### src/rtl/fragment_hazard_gate.sv
// Stalls a fragment whose framebuffer index is still inside the pixel pipeline's read-modify-write window.
// Optional stall counter (stallCycles/statsClear) is built when FRAGMENT_HAZARD_GATE_STATS_EN is defined.
module fragment_hazard_gate #(
  parameter int TDATA_WIDTH    = 256,
  parameter int INDEX_POS      = 0,
  parameter int INDEX_WIDTH    = 14,
  parameter int PIPELINE_DEPTH = 24
) (
  input  logic                   aclk,
  input  logic                   reset,
  input  logic                   confHazardEnable,
  input  logic                   s_axis_tvalid,
  output logic                   s_axis_tready,
  input  logic                   s_axis_tlast,
  input  logic [TDATA_WIDTH-1:0] s_axis_tdata,
  output logic                   m_axis_tvalid,
  input  logic                   m_axis_tready,
  output logic                   m_axis_tlast,
  output logic [TDATA_WIDTH-1:0] m_axis_tdata,
`ifdef FRAGMENT_HAZARD_GATE_STATS_EN
  input  logic                   statsClear,
  output logic [31:0]            stallCycles,
`endif
  output logic                   fragmentsInFlight
);

  logic                      r_h_valid;
  logic                      r_h_tlast;
  logic [TDATA_WIDTH-1:0]    r_h_tdata;
  logic [PIPELINE_DEPTH-1:0] r_t_valid;
  logic [INDEX_WIDTH-1:0]    r_t_index [PIPELINE_DEPTH];
  logic                      r_in_flight;

  logic [INDEX_WIDTH-1:0]    w_h_index;
  logic                      w_match;
  logic                      w_hazard;
  logic                      w_issue;
  logic                      w_s_hs;
  logic [PIPELINE_DEPTH-1:0] w_t_valid_next;

  assign w_h_index = r_h_tdata[INDEX_POS +: INDEX_WIDTH];

  always_comb begin
    w_match = 1'b0;
    for (int i = 0; i < PIPELINE_DEPTH; i++) begin
      if (r_t_valid[i] && (r_t_index[i] == w_h_index)) w_match = 1'b1;
    end
  end

  assign w_hazard       = confHazardEnable & w_match;
  assign m_axis_tvalid  = r_h_valid & ~w_hazard;
  assign m_axis_tlast   = r_h_tlast;
  assign m_axis_tdata   = r_h_tdata;
  assign w_issue        = m_axis_tvalid & m_axis_tready;
  assign s_axis_tready  = ~r_h_valid | w_issue;
  assign w_s_hs         = s_axis_tvalid & s_axis_tready;
  assign w_t_valid_next = {r_t_valid[PIPELINE_DEPTH-2:0], w_issue};

  // NOTE: sequential state uses non-blocking assignments so every flop samples pre-edge values.
  always_ff @(posedge aclk or posedge reset) begin
    if (reset) begin
      r_h_valid   <= 1'b0;
      r_t_valid   <= '0;
      r_in_flight <= 1'b0;
    end else begin
      if (w_s_hs)       r_h_valid <= 1'b1;
      else if (w_issue) r_h_valid <= 1'b0;
      r_t_valid   <= w_t_valid_next;
      r_in_flight <= |w_t_valid_next;
    end
  end

  // NOTE: payload and index storage carry no reset; the valid bits alone qualify them.
  always_ff @(posedge aclk) begin
    if (w_s_hs) begin
      r_h_tlast <= s_axis_tlast;
      r_h_tdata <= s_axis_tdata;
    end
    r_t_index[0] <= w_h_index;
    for (int i = 1; i < PIPELINE_DEPTH; i++) r_t_index[i] <= r_t_index[i-1];
  end

  assign fragmentsInFlight = r_in_flight;

`ifdef FRAGMENT_HAZARD_GATE_STATS_EN
  logic [31:0] r_stall_cycles;

  // Clear wins over a same-cycle increment; the count saturates rather than wrapping.
  always_ff @(posedge aclk or posedge reset) begin
    if (reset)                                                r_stall_cycles <= '0;
    else if (statsClear)                                      r_stall_cycles <= '0;
    else if (r_h_valid && w_hazard && (r_stall_cycles != '1)) r_stall_cycles <= r_stall_cycles + 32'd1;
  end

  assign stallCycles = r_stall_cycles;
`endif

endmodule

### config.mk
export PLATFORM = sky130hd
export DESIGN_NAME = fragment_hazard_gate
export DESIGN_NICKNAME = d
export VERILOG_FILES = /design/src/rtl/fragment_hazard_gate.sv
export SDC_FILE = /design/constraint.sdc
export NUM_CORES = 1
export LEC_CHECK = 0
export BUFFER_PORTS_ARGS = -buffer_cell sky130_fd_sc_hd__buf_2
export CAP_MARGIN = 15
export CORE_MARGIN = 2
export CORE_UTILIZATION = 47
export CTS_CLUSTER_SIZE = 20
export DETAILED_ROUTE_END_ITERATION = 16
export GPL_ROUTABILITY_DRIVEN = 0
export PLACE_DENSITY = 0.84
export RECOVER_POWER = 100
export SYNTH_ARGS = -nofsm -noshare
export SYNTH_HDL_FRONTEND = slang
export SYNTH_SLANG_ARGS = --single-unit
### constraint.sdc
create_clock -name aclk -period 22.5 [get_ports aclk]
set_clock_uncertainty 0.2 [all_clocks]
set_input_delay 4.5 -clock aclk [delete_from_list [all_inputs] [get_ports aclk]]
set_output_delay 4.5 -clock aclk [all_outputs]
set_load 0.01 [all_outputs]
After elaboration in Yosys (flattened, before gate mapping) --
Memory sizes are Yosys's and may differ from the RTL's. Cells that the tools add are included.
Word-level totals: flip-flop bits (word level) 283, memory bits (read-only) 0, output and inout port bits 260, input port bits 262, memory bits (writable) 336, bits in latches 0, memories 1, word-level logic and storage cells 89
Cells by class: muxes and demuxes 26, reductions and logical operators 26, divide/modulo/power cells 0, bitwise operators 7, equality and inequality tests 24, add/subtract/negate cells 0, shifts and indexed selects 0, multipliers 0, magnitude comparators 0
Memories:
- r_t_index | words 24, width 14, read ports 24, clocked after memory_dff 0, wr ports 24, RTL line 31 | logic [INDEX_WIDTH-1:0] r_t_index [PIPELINE_DEPTH];
Operators with widths (number):
- == test 14 bit | 24
- 2-to-1 mux 1 bit | 26
- logical AND 1 bit | 24
- OR reduction 24 bit | 1
- AND 1 bit | 4
- inverter 1 bit | 2
- nonzero test 2 bit | 1
- bitwise OR 1 bit | 1

Logic depth before layout (Yosys ltp) --
Gate-level depths: netlist of the first run.
depth in word-level cells 33, mapped depth 8, gate-level depth less buffers 6

Worst setup path before layout of the first run --
No wires, ideal clock.
kind input port to flip-flop, from input port s_axis_tvalid, to register r_h_tdata[0], in the netlist m_axis_tdata[0], enable pin, arrival time 23189 ps, cell stages on the path 2, required time 21051 ps, buffers on the path 0, library setup time 1249 ps, slack -2138 ps, cell sequence nand2_1 o31ai_1
Between the ends: cells in the longest elaborated chain, start to end 1
Ends and longest elaborated chain:
- start: declaration | RTL line 12 | input logic s_axis_tvalid,
- AND 1 bit | RTL line 56 | assign w_s_hs = s_axis_tvalid & s_axis_tready;
- named net w_s_hs | RTL line 38 | logic w_s_hs;
- end signal: assignment | RTL line 77 | r_h_tdata <= s_axis_tdata;
- end: declaration | RTL line 29 | logic [TDATA_WIDTH-1:0] r_h_tdata;
The timed path passes the listed nets, and every way through them passes these cells. A chain may end at the register's enable or synchronous reset.

Final worst setup path of the first run --
from input port m_axis_tready, to register r_h_tdata[15], in the netlist m_axis_tdata[15], enable pin
Between the ends: cells in the longest elaborated chain, start to end 3
Ends and longest elaborated chain:
- start: declaration | RTL line 17 | input logic m_axis_tready,
- AND 1 bit | RTL line 54 | assign w_issue = m_axis_tvalid & m_axis_tready;
- bitwise OR 1 bit | RTL line 55 | assign s_axis_tready = ~r_h_valid | w_issue;
- AND 1 bit | RTL line 56
- named net w_s_hs | RTL line 38
The timed path passes the listed nets, and every way through them passes these cells.

==> results.rst, run 1 <==
.. list-table::
   :header-rows: 1

   * - Metric
     - Value
   * - Hold crit path type
     - flop to flop
   * - Series of cell instances along the critical path
     - clkbuf_1, inv_1, nor2_1, o21ai_0, o31ai_4, clkbuf_1, clkbuf_1, clkbuf_1
   * - Global-route usage over all layers
     - 24.46%
   * - Biggest cell delay along the critical path
     - 3400 ps
   * - CTS max path bufs
     - 3
   * - Count of pins over their slew limit
     - 616
   * - First-pass GRT wire length
     - 77910 um
   * - Largest net degree at the start of global routing
     - 91
   * - Count of cell types in the netlist
     - 21
   * - Area share of fa/ha/maj cells after synthesis
     - 0%
   * - Failing checks
     - max-capacitance violations, max-slew violations
   * - Number of inserted filler cells in the final layout
     - 3118
   * - Static Leak
     - 8.704 nW
   * - Utilization after layout
     - 58.45%
   * - Number of sinks driven by the clock tree
     - 619
   * - Max-cap check violation count
     - 17
   * - Total DRC errors in the routed layout
     - 0
   * - HPWL after DPL
     - 37990 um
   * - Hold Path Stages
     - 0
   * - Number of antenna violations at the first check in global routing
     - 12
   * - Number of buffers inserted by post-CTS setup repair
     - 0
   * - Starting DRC count in detailed routing
     - 1125
   * - Most numerous cell on the critical path
     - clkbuf_1
   * - Area taken by multi-input logic gates
     - 3865 um2
   * - Critical path peak fanout
     - 90
   * - Level count of the clock H-tree
     - 2
   * - Compound-gate portion of the synthesized area
     - 0.3147%
   * - Clk_lat worst skew
     - 590 ps
   * - VDD IR max
     - 0.00008911 V
   * - Final net count
     - 1969
   * - Number of warnings reported in the yosys synthesis log
     - 0
   * - Simple logic cell fraction of the synthesized area
     - 4.348%
   * - Critical Setup Path Class
     - primary input to flop
   * - Setup repair after global routing missed its margin
     - no
   * - Proportion of synthesized area in mux cells
     - 0%
   * - Biggest area contributors in the synthesized netlist
     - edfxtp_1 (40%), dfxtp_1 (35%), xnor2_1 (15%)
   * - Initial Utilization
     - 47.71%
   * - Depth of the worst register-to-register path
     - 10
   * - Hold violation count in the final report
     - 0
   * - Crit path required time
     - 22380 ps
   * - Register-to-register setup slack
     - 8510 ps
   * - Area of the core
     - 40830 um2
   * - Post-route minimum period
     - 14460 ps
   * - Total via count after detailed routing
     - 11620
   * - Seq cells post-synth
     - 619
   * - Count of buffers from port buffering
     - 521
   * - Design Power
     - 2.508 mW
   * - Length of the first detailed-routing pass in iterations
     - 7
   * - Beginning of the worst hold path
     - r_t_index[2][74]$_DFF_P_
   * - Summed instance area of the synthesized netlist
     - 19480 um2
   * - Leading cell types in the layout, fill and taps excluded
     - xnor2_1 (336), dfxtp_1 (336), clkbuf_1 (329)
   * - Count of nets left with antenna violations after detail routing
     - 0
   * - Relative slew slack
     - -206.3%
   * - CP max stage cell
     - clkbuf_1
   * - Post-synthesis sequential area ratio
     - 77.48%
   * - Vias in the first global route
     - 12200
   * - PwrDens
     - 105.1 nW/um2
   * - Synthesized area per cell
     - 16.94 um2
   * - CP Launch Type
     - primary input
   * - Mean routed wirelength per cell
     - 23.44 um
   * - Nets in the synthesized netlist
     - 1412
   * - Final worst-path cycle share
     - 64.26%
   * - Final setup vio count
     - 0
   * - Mapped Cells
     - 1150
   * - Share of Yosys cell area claimed by the top area cell type
     - 39.61%
   * - Floorplan die height
     - 207.6 um
   * - RR Startpoint
     - m_axis_tdata[10]$_DFFE_PP_
   * - Number of core rows
     - 74
   * - Capturing point of the worst reg2reg path
     - m_axis_tdata[15]$_DFFE_PP_
   * - Sort of element at the end of the critical path
     - flop
   * - TritonCTS clock tree
     - built
   * - Clock Pin Slew Worst Setup and Hold Paths
     - 60 ps
   * - Area taken by flip-flops and latches
     - 15090 um2
   * - TritonCTS buffer count
     - 57
   * - Arrival time of the worst setup path
     - 14340 ps
   * - Worst hold endpoint
     - r_t_index[2][88]$_DFF_P_
   * - Count of hold buffers inserted by post-cts repair
     - 0
   * - Outcome
     - complete, but fails checks
   * - Combinational family with the most area after synthesis
     - XOR/XNOR gates
   * - Chip width
     - 207.6 um
   * - Transition time at the pin with the least slew margin
     - 4595 ps
   * - Fraction of final layout cells with drive strength greater than 1
     - 17.97%
   * - Total length of routed wires
     - 53740 um
   * - Max frequency
     - 69.16 MHz
   * - Residual overflow from global routing
     - 0
   * - Via/cell ratio
     - 5.071
   * - Area growth from synthesis to layout
     - 22.51%
   * - Cell type with the largest total area after synthesis
     - edfxtp_1
   * - Sum Neg Setup Slack
     - 0 ps
   * - Xor/xnor share of the synthesized area
     - 15.11%
   * - Post-cts resize count
     - 0
   * - Clk Tree Root Cell
     - clkbuf_16
   * - Number of placed I/O pins
     - 522
   * - Area of the die
     - 43100 um2
-- cell type report --
cell class / count / area share (%)
clock inverter: 25 / 0.7287
timing repair buffer: 540 / 9.635
sequential: 619 / 63.24
tap: 532 / 2.789
clock buffer: 80 / 7.292
inverter: 3 / 0.04718
antenna: 7 / 0.07339
multi-input combinational: 486 / 16.19
-- critical path: cells and delay by family --
kind / cells / cell delay, ps
compound gates: 2 / 250
simple gates: 1 / 130
buf+inv: 5 / 9280
-- synthesized netlist by cell type --
cell / n
o31ai_1: 3
and4b_1: 1
nand2_1: 4
nand2b_1: 1
inv_1: 3
dfrtp_1: 26
nor3_1: 1
nor2_1: 1
o22ai_1: 1
dfxtp_1: 336
o311ai_0: 1
buf_6: 28
o21ai_0: 1
a21o_1: 1
nor4_1: 35
o41a_1: 1
xnor2_1: 336
nand3_1: 25
nand4_1: 74
buf_8: 14
edfxtp_1: 257
-- kinds of logic (layout without fill, tap and decap cells) --
family / after synthesis / count (layout)
XOR/XNOR: 336 / 336
AND/OR/NAND/NOR: 142 / 142
flip-flops: 619 / 619
buffers and inverters: 45 / 648
other: 0 / 7
AO/OA/AOI/OAI: 8 / 8
-- metrics by stage --
stage	std cells	instance area, um2	worst slack [ps]	hold slack [ps]
after floorplan	1150	19490	5951	149.9
after global placement	2179	22380	12560	153.0
after detailed placement	2179	22380	12580	154.6
after CTS	2284	24290	12560	152.6
after global routing	2291	23870	7106	156.9
final	2292	23870	8041	147.1
-- worst max-delay path by stage --
stage                       start                           to  slack, ps
finish              m_axis_tready   m_axis_tdata[15]$_DFFE_PP_       8040
CTS                 m_axis_tready                s_axis_tready      12560
detailed placement  m_axis_tready                s_axis_tready      12580
floorplan           s_axis_tvalid    m_axis_tdata[0]$_DFFE_PP_       5950
global route        m_axis_tready  m_axis_tdata[243]$_DFFE_PP_       7110
global placement    m_axis_tready                s_axis_tready      12560
-- metal layers --
layer  vias to the layer above  track usage [%]  share of wire [%]
met5                         -                0                  0
met4                         0            8.399                2.5
met3                        86            8.442                 10
met2                       555            39.20                 48
met1                      5841            31.06                 39
li1                       5140                -                  -
-- where the power goes --
group / internal (mW) / total [mW] / switching [mW]
logic: 0.0912 / 0.218 / 0.126
clock network: 0.553 / 0.966 / 0.413
registers: 1.27 / 1.32 / 0.0543
-- registers in the layout (all words and copies together), names as in the netlist --
name / flops
r_t_valid: 24
m_axis_tdata: 256
r_t_index: 336
m_axis_tlast: 1
r_h_valid: 1
fragmentsInFlight: 1
No activity file was read; power rests on OpenSTA's default activity.
==> run 2, diff against run 1 <==
- ABC_AREA: unset -> 1
- clock period: 22.5 -> 13.22 ns (I/O delays scaled with it)
==> results.rst, run 2 <==
.. list-table::
   :header-rows: 1

   * - Metric
     - Value
   * - Outcome
     - complete, but fails checks
   * - Failing checks
     - max-capacitance violations, max-slew violations
   * - Number of sinks driven by the clock tree
     - 619 (unchanged)
   * - Max frequency
     - 102.2 MHz
   * - Chip width
     - 213.5 um (+2.8%)
   * - Final setup vio count
     - 0 (unchanged)
   * - Final hold slack
     - 153.2 ps (+6.081 ps)
   * - Nets in the synthesized netlist
     - 2114 (+50%)
   * - Mapped Cells
     - 1852 (+61%)
   * - Flip-flop cell with the highest count after synthesis
     - dfxtp_1
   * - Register-to-register setup slack
     - 3430 ps (-5080 ps)
   * - Beginning of the worst hold path
     - r_t_index[1][107]$_DFF_P_
   * - Worst hold endpoint
     - r_t_index[2][9]$_DFF_P_
   * - Count leader, synth
     - nand2_1
   * - Arrival time of the worst setup path
     - 9820 ps (-4520 ps)
   * - TritonCTS clock tree
     - built
   * - Register with the highest flop count
     - r_t_index
   * - Share of power burned in the clock network
     - 41.5% (+3.0 points)
   * - Relative slew slack
     - -202.0% (+4.3 points)
   * - First-pass GRT wire length
     - 104300 um (+34%)
   * - Number of warnings reported in the yosys synthesis log
     - 0 (unchanged)
   * - CP Launch Type
     - flop
   * - Depth of the worst register-to-register path
     - 17 (+7)
   * - Post-route minimum period
     - 9786 ps
   * - Transition time at the pin with the least slew margin
     - 4530 ps (-64.91 ps)
   * - Share of Yosys cell area claimed by the top area cell type
     - 37.43% (-2.2 points)
   * - CTS max path bufs
     - 3 (unchanged)
   * - PwrDens
     - 169.0 nW/um2 (+61%)
   * - Area taken by multi-input logic gates
     - 4603 um2 (+19%)
   * - Length of the first detailed-routing pass in iterations
     - 6 (-1)
   * - Total length of routed wires
     - 74730 um (+39%)
   * - Global-route usage over all layers
     - 32.30% (+7.8 points)
   * - Count of pins over their slew limit
     - 453 (-26%)
   * - Post-synthesis sequential area ratio
     - 73.21% (-4.3 points)
   * - Cell internal pwr
     - 3.248 mW (+70%)
   * - Summed instance area of the synthesized netlist
     - 20620 um2 (+5.8%)
   * - Crit path required time
     - 13250 ps (-9130 ps)
   * - RR Startpoint
     - m_axis_tdata[7]$_DFFE_PP_
   * - Async set-reset flop share out of synthesis
     - 4.200% (unchanged)
   * - Static Leak
     - 10.77 nW (+24%)
   * - Number of placed I/O pins
     - 522 (unchanged)
   * - Most frequent standard cell in the layout excluding fill and tap cells
     - nand2_1
   * - Critical path peak fanout
     - 172 (+91%)
   * - Max-cap check violation count
     - 13 (-4)
   * - Residual overflow from global routing
     - 0 (unchanged)
   * - Hold Path Stages
     - 0 (unchanged)
   * - Starting DRC count in detailed routing
     - 2411 (+110%)
   * - Area taken by flip-flops and latches
     - 15090 um2 (unchanged)
   * - Gate power share
     - 7.2% (-1.5 points)
   * - Fraction of final layout cells with drive strength greater than 1
     - 13.13% (-4.8 points)
   * - Seq cells post-synth
     - 619 (unchanged)
   * - Number of enable flip-flop cells after synthesis
     - 257 (unchanged)
   * - Final net count
     - 2652 (+35%)
   * - Clock Pin Slew Worst Setup and Hold Paths
     - 70 ps (about the same)
   * - List of most frequent post-synthesis cells
     - nand2_1 (545), dfxtp_1 (336), edfxtp_1 (257), nor2_1 (219), inv_1 (137)
   * - TritonCTS buffer count
     - 57 (unchanged)
   * - Cell type with the largest total area after synthesis
     - edfxtp_1
   * - Flip-flop count of the largest register, all copies and words added
     - 336 (unchanged)
   * - Number of inserted filler cells in the final layout
     - 3516 (+13%)
   * - Hold crit path type
     - flop to flop
   * - HPWL after DPL
     - 52660 um (+39%)
   * - Count of cell types in the netlist
     - 26 (+24%)
   * - Net Sw Power
     - 1.035 mW (+74%)
   * - Number of buffers inserted by post-CTS setup repair
     - 0 (unchanged)
   * - Area growth from synthesis to layout
     - 22.94%
   * - Number of core rows
     - 76 (+2.7%)
   * - Total via count after detailed routing
     - 16450 (+42%)
   * - Area of the die
     - 45560 um2 (+5.7%)
   * - Utilization after layout
     - 58.72% (+0.26 points)
   * - Leading cell types in the layout, fill and taps excluded
     - nand2_1 (547), clkbuf_1 (338), dfxtp_1 (336)
   * - Critical Setup Path Class
     - flop to flop
   * - Capturing point of the worst reg2reg path
     - m_axis_tdata[69]$_DFFE_PP_
   * - Total DRC errors in the routed layout
     - 0 (unchanged)
   * - Vias in the first global route
     - 15700 (+29%)
   * - Clk_lat worst skew
     - 620 ps (+30 ps)
   * - Biggest area contributors in the synthesized netlist
     - edfxtp_1 (37%), dfxtp_1 (33%), nand2_1 (9.9%)
   * - Sort of element at the end of the critical path
     - flop
   * - Mean routed wirelength per cell
     - 24.59 um (+4.9%)
   * - Area of the core
     - 43170 um2 (+5.7%)
   * - Initial Utilization
     - 47.76% (about the same)
   * - Switching share of power
     - 24.16% (+0.50 points)
   * - Final worst-path cycle share
     - 74.02%
   * - Sum Neg Setup Slack
     - 0 ps (unchanged)
   * - Count of hold buffers inserted by post-cts repair
     - 0 (unchanged)
   * - Count of buffers from port buffering
     - 521 (unchanged)
   * - Power share of the sequential group
     - 51.2% (-1.6 points)
   * - Setup repair after global routing missed its margin
     - no
   * - Number of antenna violations at the first check in global routing
     - 26 (+14)
   * - Hold violation count in the final report
     - 0 (unchanged)
   * - Floorplan die height
     - 213.5 um (+2.8%)
   * - Clk Tree Root Cell
     - clkbuf_16
   * - Level count of the clock H-tree
     - 2 (unchanged)
   * - Synthesized area per cell
     - 11.13 um2 (-34%)
   * - Post-cts resize count
     - 0 (unchanged)
   * - Count of nets left with antenna violations after detail routing
     - 0 (unchanged)
   * - Largest net degree at the start of global routing
     - 173 (+90%)
   * - Via/cell ratio
     - 5.414 (+6.8%)
   * - VDD IR max
     - 0.0001659 V (+86%)
## run 2: final cells by class
| class | count | area share, % |
|---|---|---|
| clock inverter | 18 | 0.8934 |
| sequential | 619 | 59.55 |
| tap | 585 | 2.887 |
| antenna | 16 | 0.1579 |
| multi-input combinational | 1031 | 18.16 |
| inverter | 145 | 2.147 |
| clock buffer | 89 | 7.236 |
| timing repair buffer | 536 | 8.973 |
## run 2: power by group through the flow
stage	Combinational [mW]	Clock [mW]	Sequential [mW]
2_1_floorplan	0.145	0	2.22
3_3_place_gp	0.303	0	2.22
3_5_place_dp	0.311	0	2.22
4_1_cts	0.316	1.78	2.18
5_1_grt	0.330	1.85	2.20
6_report	0.310	1.78	2.19
## run 2: worst max-delay path by stage
stage	endpoint	start	slack, ps	cells past startpoint
after detailed placement	s_axis_tready	confHazardEnable	7240	5
after CTS	s_axis_tready	m_axis_tdata[6]$_DFFE_PP_	6640	15
after global routing	m_axis_tdata[250]$_DFFE_PP_	m_axis_tdata[4]$_DFFE_PP_	3190	17
final	m_axis_tdata[69]$_DFFE_PP_	m_axis_tdata[7]$_DFFE_PP_	3430	17
after floorplan	m_axis_tdata[0]$_DFFE_PP_	confHazardEnable	3080	3
after global placement	s_axis_tready	confHazardEnable	7260	5
## run 2: logic make-up after synthesis
family | count (synthesis) | share of synthesized area [%]
buf+inv | 202 | 4.454
xor+xnor | 97 | 4.120
compound gates | 129 | 3.222
simple gates | 805 | 14.99
flops | 619 | 73.21
## run 2: critical path, cell delays in order (launching register included)
cell,delay [ps]
edfxtp_1,330
clkbuf_1,1500
inv_1,1220
o21ai_0,460
nor2_1,70
nand2_1,80
nor2_1,40
nand2_1,110
nand2_1,60
nor2_1,80
nand2_1,60
nor2_1,90
nand2_1,130
nand2_1,150
a21oi_1,110
nor2_4,80
clkbuf_2,2940
buf_4,1230
## run 2: routing by layer
metal  global-route usage, %  wire (um)
met1                   42.00      26610
met4                   13.79       3403
met5                       0         62
met3                   15.67      12800
met2                   45.94      31850
## run 2: per-stage QoR
| stage | total power [mW] | area, um2 | instances | setup slack [ps] |
|---|---|---|---|---|
| after floorplan | 2.367 | 20620 | 1852 | 3076 |
| after global placement | 2.521 | 23720 | 2916 | 7261 |
| after detailed placement | 2.530 | 23720 | 2916 | 7236 |
| after CTS | 4.278 | 25780 | 3023 | 6643 |
| after global routing | 4.383 | 25330 | 3033 | 3192 |
| final | 4.283 | 25350 | 3039 | 3434 |
==> run 3, diff against run 2 <==
- ABC_AREA: 1 -> 0
- clock period: 13.22 -> 8.25 ns (I/O delays scaled with it)
==> results.rst, run 3 (same netlist as run 1, synthesis figures left out) <==
.. list-table::
   :header-rows: 1

   * - Metric
     - Value
   * - Outcome
     - complete, but fails checks
   * - Failing checks
     - max-capacitance violations, max-slew violations
   * - Met3 WL
     - 5024 um (-61%)
   * - Residual overflow from global routing
     - 0 (unchanged)
   * - Hold violation count in the final report
     - 0 (unchanged)
   * - Number of placed I/O pins
     - 522 (unchanged)
   * - Hold crit path type
     - flop to flop
   * - Total met2 wirelength after detailed routing
     - 25870 um (-19%)
   * - Transition time at the pin with the least slew margin
     - 2167 ps (-2363 ps)
   * - CTS max path bufs
     - 3 (unchanged)
   * - Setup repair after global routing missed its margin
     - no
   * - Clock Pin Slew Worst Setup and Hold Paths
     - 60 ps (about the same)
   * - Area of the core
     - 40830 um2 (-5.4%)
   * - Sort of element at the end of the critical path
     - primary output
   * - First-pass GRT wire length
     - 75030 um (-28%)
   * - Total DRC errors in the routed layout
     - 0 (unchanged)
   * - Static Leak
     - 8.737 nW (-19%)
   * - Total length of routed wires
     - 52440 um (-30%)
   * - Count of nets left with antenna violations after detail routing
     - 0 (unchanged)
   * - Pre-CTS WS
     - 3374 ps (-3861 ps)
   * - CP Launch Type
     - flop
   * - Met1 Routed Length
     - 19790 um (-26%)
   * - Chip width
     - 207.6 um (-2.7%)
   * - Fraction of final layout cells with drive strength greater than 1
     - 18.09% (+5.0 points)
   * - Max frequency
     - 157.5 MHz
   * - VDD IR max
     - 0.0002210 V (+33%)
   * - Largest net degree at the start of global routing
     - 176 (+1.7%)
   * - Register with the highest flop count
     - r_t_index
   * - Number of core rows
     - 74 (-2.6%)
   * - Leading cell types in the layout, fill and taps excluded
     - xnor2_1 (336), dfxtp_1 (336), clkbuf_1 (327)
   * - Final net count
     - 1968 (-26%)
   * - Initial Utilization
     - 47.71% (about the same)
   * - Vias in the first global route
     - 12120 (-23%)
   * - Flip-flop count of the largest register, all copies and words added
     - 336 (unchanged)
   * - Global-route usage over all layers
     - 23.88% (-8.4 points)
   * - Number of antenna violations at the first check in global routing
     - 26 (unchanged)
   * - Max-cap check violation count
     - 12 (-1)
   * - Clk Tree Root Cell
     - clkbuf_16
   * - Clk_lat worst skew
     - 600 ps (-20 ps)
   * - Post-cts resize count
     - 0 (unchanged)
   * - Count of pins over their slew limit
     - 321 (-29%)
   * - Area growth from synthesis to layout
     - 22.98% (about the same)
   * - Number of sinks driven by the clock tree
     - 619 (unchanged)
   * - Via/cell ratio
     - 4.994 (-7.8%)
   * - TritonCTS buffer count
     - 58 (+1.8%)
   * - Mean routed wirelength per cell
     - 22.85 um (-7.1%)
   * - Total via count after detailed routing
     - 11460 (-30%)
   * - HPWL after DPL
     - 39550 um (-25%)
   * - Area of the die
     - 43100 um2 (-5.4%)
   * - Starting DRC count in detailed routing
     - 853 (-65%)
   * - Floorplan die height
     - 207.6 um (-2.7%)
   * - Arrival time of the worst setup path
     - 4500 ps (-5320 ps)
   * - Final worst-path cycle share
     - 76.95%
   * - Sum Neg Setup Slack
     - 0 ps (unchanged)
   * - Post-route minimum period
     - 6348 ps
   * - Level count of the clock H-tree
     - 2 (unchanged)
   * - PwrDens
     - 286.4 nW/um2 (+69%)
   * - Count of buffers from port buffering
     - 521 (unchanged)
   * - Final Worst Setup Slack
     - 1902 ps (-1532 ps)
   * - Count of hold buffers inserted by post-cts repair
     - 0 (unchanged)
   * - Uppermost layer routed
     - met5
   * - TritonCTS clock tree
     - built
   * - Number of buffers inserted by post-CTS setup repair
     - 0 (unchanged)
   * - Critical Setup Path Class
     - flop to primary output
   * - Crit path required time
     - 6400 ps (-6850 ps)
   * - Relative slew slack
     - -44.45% (+160 points)
   * - Critical path peak fanout
     - 26 (-85%)
   * - Length of the first detailed-routing pass in iterations
     - 5 (-1)
   * - Final setup vio count
     - 0 (unchanged)
-- run 3: changes by cell type in the layout (fill, tap and decap cells not counted), moves of 72 or more --
cell | previous run | this run
xnor2_1 | 70 | 336
inv_1 | 137 | 3
nand2_1 | 547 | 3
nor2_1 | 218 | 1
nand4_1 | 2 | 74
o21ai_0 | 109 | 1
-- run 3: final timing paths --
check	start	end	slack [ps]	cells after the start
max	m_axis_tdata[5]$_DFFE_PP_	s_axis_tready	1900	8
min	r_t_index[1][95]$_DFF_P_	r_t_index[1][109]$_DFF_P_	150	0
max reg2reg	m_axis_tdata[5]$_DFFE_PP_	m_axis_tdata[89]$_DFFE_PP_	2040	9
min reg2reg	r_t_index[1][95]$_DFF_P_	r_t_index[1][109]$_DFF_P_	150	0
max in group asynchronous	reset	r_t_valid[0]$_DFF_PP0_	5680	3
min in group asynchronous	reset	r_t_valid[20]$_DFF_PP0_	720	2
-- run 3: report_power, final --
part / internal [mW] / leakage (nW) / switching (mW)
clock: 1.58 / 0.967 / 1.10
sequential: 3.45 / 5.66 / 0.141
combinational: 0.251 / 2.11 / 0.343
-- run 3: layout make-up --
| type | count | area, um2 |
|---|---|---|
| fillers | 3296 | 16870 |
| flip-flops and latches | 619 | 15090 |
| multi-input cells | 486 | 3867 |
| repair buffers | 538 | 2337 |
| clock buffers | 95 | 1837 |
| well taps | 532 | 665.6 |
| clock inverters | 11 | 118.9 |
| diodes | 11 | 27.53 |
| inverters | 3 | 11.26 |
-- run 3: per-stage QoR --
step	power (mW)	utilization, %	hold WS [ps]	instance area (um2)	instances
finish	6.862	58.68	154.4	23960	2295
global route	7.096	58.66	165.8	23950	2292
CTS	6.937	59.66	157.4	24360	2283
detailed placement	4.273	54.87	155.1	22410	2177
global placement	4.247	54.87	150.7	22410	2177
floorplan	4.018	-	149.9	19510	1150
-- run 3: critical path: stages (launching register included) --
cell      delay [ps]
edfxtp_1         340
clkbuf_1        1540
xnor2_1          210
nand3_1          190
nor4_1            90
nor4_1           460
nand4_1          380
o311ai_0         410
clkbuf_1         240
-- run 3: layer usage --
layer  track usage (%)  up-vias
met5                 0        -
met4             9.458        2
met3             8.185      121
met2             39.60      499
met1             28.67     5685
li1                  -     5155
